==> src/rtl/cache_arbiter.sv <==
// ---------------------------------------------------------------------------
// cache_arbiter
//
// Purpose:
//   Shares the single physical-memory line port between the split L1 caches.
//   Instruction-cache fills and data-cache fills/writebacks are serialised
//   one whole line at a time. When both caches are waiting, the grant
//   alternates between them (round-robin). After reset the data side wins
//   the first contention.
//
//   Every transfer moves through three steps:
//     IDLE -> pick a requester and latch its address, op and write line
//     MEM  -> drive the latched request until memory answers
//     RESP -> pulse the owner's resp for one cycle with the captured line
//
// Ports:
//   clk, rst          system clock; asynchronous active-high reset
//   i_read            icache line-fill request (held until i_resp)
//   i_address         icache line address
//   i_rdata, i_resp   fill line and one-cycle completion pulse to icache
//   d_read, d_write   dcache fill / writeback request (held until d_resp)
//   d_address         dcache line address
//   d_wdata           dcache writeback line
//   d_rdata, d_resp   fill line and one-cycle completion pulse to dcache
//   pmem_read/write   line request to physical memory (never both high)
//   pmem_address      line address to physical memory
//   pmem_wdata        write line to physical memory
//   pmem_rdata        read line from physical memory, valid with pmem_resp
//   pmem_resp         one-cycle completion from physical memory
// ---------------------------------------------------------------------------
module cache_arbiter #(
    parameter int LINE_W = 256,
    parameter int ADDR_W = 32
) (
    input  logic              clk,
    input  logic              rst,

    input  logic              i_read,
    input  logic [ADDR_W-1:0] i_address,
    output logic [LINE_W-1:0] i_rdata,
    output logic              i_resp,

    input  logic              d_read,
    input  logic              d_write,
    input  logic [ADDR_W-1:0] d_address,
    input  logic [LINE_W-1:0] d_wdata,
    output logic [LINE_W-1:0] d_rdata,
    output logic              d_resp,

    output logic              pmem_read,
    output logic              pmem_write,
    output logic [ADDR_W-1:0] pmem_address,
    output logic [LINE_W-1:0] pmem_wdata,
    input  logic [LINE_W-1:0] pmem_rdata,
    input  logic              pmem_resp
);

    localparam logic [1:0] ST_IDLE = 2'd0;
    localparam logic [1:0] ST_MEM  = 2'd1;
    localparam logic [1:0] ST_RESP = 2'd2;

    localparam logic OWN_I = 1'b0;
    localparam logic OWN_D = 1'b1;

    logic [1:0]        state_q,      state_d;
    logic              owner_q,      owner_d;
    logic              last_grant_q, last_grant_d;
    logic              op_write_q,   op_write_d;
    logic [ADDR_W-1:0] addr_q,       addr_d;
    logic [LINE_W-1:0] wdata_q,      wdata_d;
    logic [LINE_W-1:0] i_rdata_q,    i_rdata_d;
    logic [LINE_W-1:0] d_rdata_q,    d_rdata_d;

    logic req_i;
    logic req_d;
    logic grant_to_d;

    assign req_i = i_read;
    assign req_d = d_read | d_write;

    // The data side wins when it is the only requester, or when both are
    // waiting and the instruction side held the previous grant.
    assign grant_to_d = req_d & (~req_i | (last_grant_q == OWN_I));

    always_comb begin
        state_d      = state_q;
        owner_d      = owner_q;
        last_grant_d = last_grant_q;
        op_write_d   = op_write_q;
        addr_d       = addr_q;
        wdata_d      = wdata_q;
        i_rdata_d    = i_rdata_q;
        d_rdata_d    = d_rdata_q;

        case (state_q)
            ST_IDLE: begin
                if (req_i | req_d) begin
                    owner_d      = grant_to_d ? OWN_D : OWN_I;
                    last_grant_d = grant_to_d ? OWN_D : OWN_I;
                    // d_read together with d_write is treated as a writeback,
                    // so only one pmem strobe can ever be raised.
                    op_write_d   = grant_to_d & d_write;
                    addr_d       = grant_to_d ? d_address : i_address;
                    wdata_d      = d_wdata;
                    state_d      = ST_MEM;
                end
            end

            ST_MEM: begin
                if (pmem_resp) begin
                    // Writebacks also refresh d_rdata; the dcache ignores it.
                    if (owner_q == OWN_D) begin
                        d_rdata_d = pmem_rdata;
                    end else begin
                        i_rdata_d = pmem_rdata;
                    end
                    state_d = ST_RESP;
                end
            end

            ST_RESP: begin
                // The requester drops its request at the end of this cycle,
                // so going straight back to IDLE never sees a stale request.
                state_d = ST_IDLE;
            end

            default: begin
                state_d = ST_IDLE;
            end
        endcase
    end

    always_ff @(posedge clk or posedge rst) begin
        if (rst) begin
            state_q      <= ST_IDLE;
            owner_q      <= OWN_I;
            last_grant_q <= OWN_I;
            op_write_q   <= 1'b0;
            addr_q       <= '0;
            wdata_q      <= '0;
            i_rdata_q    <= '0;
            d_rdata_q    <= '0;
        end else begin
            state_q      <= state_d;
            owner_q      <= owner_d;
            last_grant_q <= last_grant_d;
            op_write_q   <= op_write_d;
            addr_q       <= addr_d;
            wdata_q      <= wdata_d;
            i_rdata_q    <= i_rdata_d;
            d_rdata_q    <= d_rdata_d;
        end
    end

    // Strobes and resps decode straight from the state register, so an
    // asynchronous reset drops them in the same instant.
    assign pmem_read    = (state_q == ST_MEM) & ~op_write_q;
    assign pmem_write   = (state_q == ST_MEM) &  op_write_q;
    assign pmem_address = addr_q;
    assign pmem_wdata   = wdata_q;

    assign i_resp  = (state_q == ST_RESP) & (owner_q == OWN_I);
    assign d_resp  = (state_q == ST_RESP) & (owner_q == OWN_D);
    assign i_rdata = i_rdata_q;
    assign d_rdata = d_rdata_q;

endmodule

==> config.mk <==
export PLATFORM = sky130hd
export DESIGN_NAME = cache_arbiter
export DESIGN_NICKNAME = d
export VERILOG_FILES = /design/src/rtl/cache_arbiter.sv
export SDC_FILE = /design/constraint.sdc
export NUM_CORES = 1
export LEC_CHECK = 0
export ABC_AREA = 1
export CORE_AREA = 5 5 537 539
export CTS_CLUSTER_DIAMETER = 100
export DETAILED_ROUTE_END_ITERATION = 16
export DIE_AREA = 0 0 542 544
export MAX_ROUTING_LAYER = met4
export PLACE_DENSITY = 0.3
export SYNTH_ARGS = -nofsm -noshare
export SYNTH_HDL_FRONTEND = slang
export SYNTH_SLANG_ARGS = --single-unit
export TNS_END_PERCENT = 50
==> constraint.sdc <==
create_clock -name clk -period 34.6 [get_ports clk]
set_input_delay 5.19 -clock clk [delete_from_list [all_inputs] [get_ports clk]]
set_output_delay 5.19 -clock clk [all_outputs]
set_load 0.02 [all_outputs]
==> flow_metrics.tcl <==
set metrics [dict create \
    outcome "complete, no violations" \
    postSynthAreaPerCell_sq_um 9.235 \
    routed_wl_mm 186.2 \
    syn_nets 3874 \
    slew_limit_fails 0 \
    hold_viol_final 0 \
    cts_hold_repair.buffers 0 \
    timing.fmax_mhz 109.8 \
    grt_antenna_before_repair 87 \
    critical_path.n_buffers_inverters 7 \
    worst_path_largest_cell_delay_ns 0.83 \
    drt-vias-per-instance 3.211 \
    vias 27420 \
    drc 0 \
    syn_to_final_growth_pct 71.84 \
    die_x_microns 542 \
    standard_cell_rows 196 \
    worst_path_most_repeated_cell "sky130_fd_sc_hd__buf_4" \
    clock_tree.buffer_depth 4 \
    critPathLaunchType "input port" \
    max-cap-violations 0 \
    synth-edff-count 0 \
    cts_bufs_inserted 111 \
    first_iter_violations 1699 \
    synth_top_area_frac 0.6618 \
    holdCritPathClass "reg -> reg" \
    mappedNetlistArea_sq_um 30400 \
    synth.area.top_cells "sky130_fd_sc_hd__dfrtp_1 66%, sky130_fd_sc_hd__nand2_1 17%, sky130_fd_sc_hd__o21ai_0 7.4%" \
    io_pins 1386 \
    post_synth_num_cell_types 18 \
    worstMarginPinSlew_ns 1.322 \
    placedInstanceArea_sq_um 48420 \
    dpl.hpwl_mm 148.8 \
    crit_chain "clkdlybuf4s50_1 -> inv_8 -> buf_4 -> buf_4 -> buf_4 -> buf_4 -> buf_4" \
    filler_cell_count 31620 \
    final_period_utilization 0.2633 \
    cts_tree "built" \
    busiest_layer "met2" \
    first_global_vias 28660 \
    core_region_area_sq_um 283500 \
    grt_util_met3 0.05669 \
    ys_ff_latch 804 \
    grt_start_max_net_pins 159 \
    wl_per_cell_microns 21.81 \
    worst-setup-path-type "in -> async" \
    critical_path_data_required_time_ns 35.44 \
    post-route-min-period_ns 9.111 \
    async_flop_share 1.000 \
    root_buffer "sky130_fd_sc_hd__clkbuf_16" \
    rsz_0062_raised_after_global_routing "false" \
    setup-tns-final_ns 0 \
    power_density_nw_per_um2 102.4 \
    final_area_sq_um 52240 \
    postCtsSetupBuffers 0 \
    power.leakage_nw 23.70 \
    grt_pass1_wl_mm 252.5 \
    slowest_stage "sky130_fd_sc_hd__buf_4" \
    yosys_warnings 0 \
    final_layout_size_suffix_gt1_frac 0.04487 \
    clk_transition_reported_paths_ns 0.06 \
    port_buffers 1385 \
    cts.sinks 804 \
    synth-main-ff-cell "sky130_fd_sc_hd__dfrtp_1" \
    global_route.usage.met1 0.1566 \
    grt_util_met2 0.1854 \
    cpLargestDelayFamily "buffers and inverters" \
    antenna_left 0 \
    initial_utilization 0.1072 \
    cts-htree-levels 3 \
    grt_usage 0.1245 \
    setup-violations-final 0 \
    routabilityCongestion 0.8877 \
    synth_top_cells_by_count "1383 x sky130_fd_sc_hd__nand2_1, 804 x sky130_fd_sc_hd__dfrtp_1, 449 x sky130_fd_sc_hd__o21ai_0, 329 x sky130_fd_sc_hd__inv_1, 107 x sky130_fd_sc_hd__buf_2" \
    clk_latency_ns 0.81 \
    peak_supply_drop_v 0.00005185 \
    grt_overflow 0 \
    synthesis.instances 3292 \
    dr.pass1.iters 5 \
    path_max_fanout 73 \
    fin_skew_ns 0.04452 \
    synth.largest_area_cell "sky130_fd_sc_hd__dfrtp_1" \
    yosys.cell_count.top_type "sky130_fd_sc_hd__nand2_1" \
    cp_data_arrival_time_ns 9.95 \
    cts.repair.resized 0 \
    fp.dieArea_sq_um 294800 \
    setup.worst_path.end_class "asynchronous set/reset pin" \
    relSlewSlack 0.1185 \
    finish.net_count 5223 \
    chipHeight_microns 544 \
    seq_area_frac_synth 0.6618 \
]
## worst min-delay path: stages, from the launching register on
cell	delay [ns]
sky130_fd_sc_hd__dfrtp_1	0.34
sky130_fd_sc_hd__nand2_1	0.05
sky130_fd_sc_hd__nand2_1	0.05
## layout by cell type (no fill, tap or decap)
master                            netlist  layout
sky130_fd_sc_hd__a21oi_4                1       1
sky130_fd_sc_hd__buf_12                 0       1
sky130_fd_sc_hd__buf_4                 10      34
sky130_fd_sc_hd__bufinv_16              0       5
sky130_fd_sc_hd__clkbuf_1              56      29
sky130_fd_sc_hd__clkbuf_16              0     111
sky130_fd_sc_hd__clkbuf_8               0      35
sky130_fd_sc_hd__clkdlybuf4s50_1        0    1385
sky130_fd_sc_hd__clkinv_16              0       2
sky130_fd_sc_hd__clkinv_2               0       9
sky130_fd_sc_hd__clkinv_4               0       1
sky130_fd_sc_hd__clkinvlp_4             0       1
sky130_fd_sc_hd__dfrtp_1              804     804
sky130_fd_sc_hd__diode_2                0      52
sky130_fd_sc_hd__inv_1                329     328
sky130_fd_sc_hd__inv_16                 0       2
sky130_fd_sc_hd__inv_2                  1       1
sky130_fd_sc_hd__inv_6                  0       2
sky130_fd_sc_hd__inv_8                  0       1
sky130_fd_sc_hd__nand2_1             1383    1382
sky130_fd_sc_hd__nand2_2                3       1
sky130_fd_sc_hd__nand2_4                0       1
sky130_fd_sc_hd__nand2_8                0       2
sky130_fd_sc_hd__nand3_1               64      64
sky130_fd_sc_hd__nor2_1                 3       3
sky130_fd_sc_hd__nor2_4                 1       1
sky130_fd_sc_hd__nor3_1                 2       2
sky130_fd_sc_hd__o21ai_0              449     449
sky130_fd_sc_hd__o21ai_1               67      67
sky130_fd_sc_hd__o21ai_2                1       1
## worst paths after layout
path | startpoint | depth (start not counted) | slack [ns] | end
worst max register to register | last_grant_q | 7 | 30.31 | i_rdata[137]
max in group clk | pmem_resp | 9 | 25.89 | i_rdata[137]
worst min register to register | pmem_wdata[235] | 2 | 0.47 | pmem_wdata[235]
worst max-delay path | rst | 7 | 25.49 | d_rdata[109]
min in group asynchronous | rst | 2 | 4.85 | pmem_wdata[85]
worst min-delay path | pmem_wdata[235] | 2 | 0.47 | pmem_wdata[235]
## where the power goes
part | internal [mW] | switching (mW) | total [mW]
clock | 0.703 | 0.465 | 1.17
combinational | 1.00 | 1.51 | 2.52
sequential | 1.39 | 0.278 | 1.66
total | 3.09 | 2.26 | 5.35
## cells by family (layout without fill, tap and decap cells)
family	count (synthesis)	after routing	share of synthesized area
AOI/OAI and AO/OA	518	518	0.08577
other	0	52	0
DFF	804	804	0.6618
and+or+nand+nor	1456	1456	0.1830
buffers and inverters	514	1947	0.06951
## cell type report
type,instances,area [sq um],area share
diodes,52,130.1,0.002491
clock buffers,175,3368,0.06447
clock inverters,22,329.1,0.006299
inverters,330,1246,0.02385
multi-input cells,1974,8205,0.1571
flip-flops and latches,804,20120,0.3851
well taps,3762,4707,0.09010
repair buffers,1420,14140,0.2706
## registers in the layout, indices dropped and copies added (netlist names)
| register | count |
|---|---|
| last_grant_q | 1 |
| op_write_q | 1 |
| state_q | 2 |
| i_rdata | 256 |
| pmem_address | 32 |
| pmem_wdata | 256 |
| d_rdata | 256 |
## per-stage QoR
step	total power, mW	util	hold slack, ns	worst slack [ns]	cells
2_1_floorplan	2.747	-	0.4750	6.831	3292
3_3_place_gp	4.246	0.1708	0.4602	24.38	8290
3_5_place_dp	4.241	0.1708	0.4635	24.34	8290
4_1_cts	5.475	0.1838	0.4797	25.29	8487
5_1_grt	5.685	0.1843	0.4902	24.75	8535
6_report	5.348	0.1843	0.4745	25.49	8539
## routing by layer
layer / vias up / part of all wire
met5: - / 0
met4: 0 / 0.015
met3: 168 / 0.11
met2: 1194 / 0.43
met1: 13110 / 0.44
li1: 12950 / -
No activity file was read; power rests on OpenSTA's default activity.
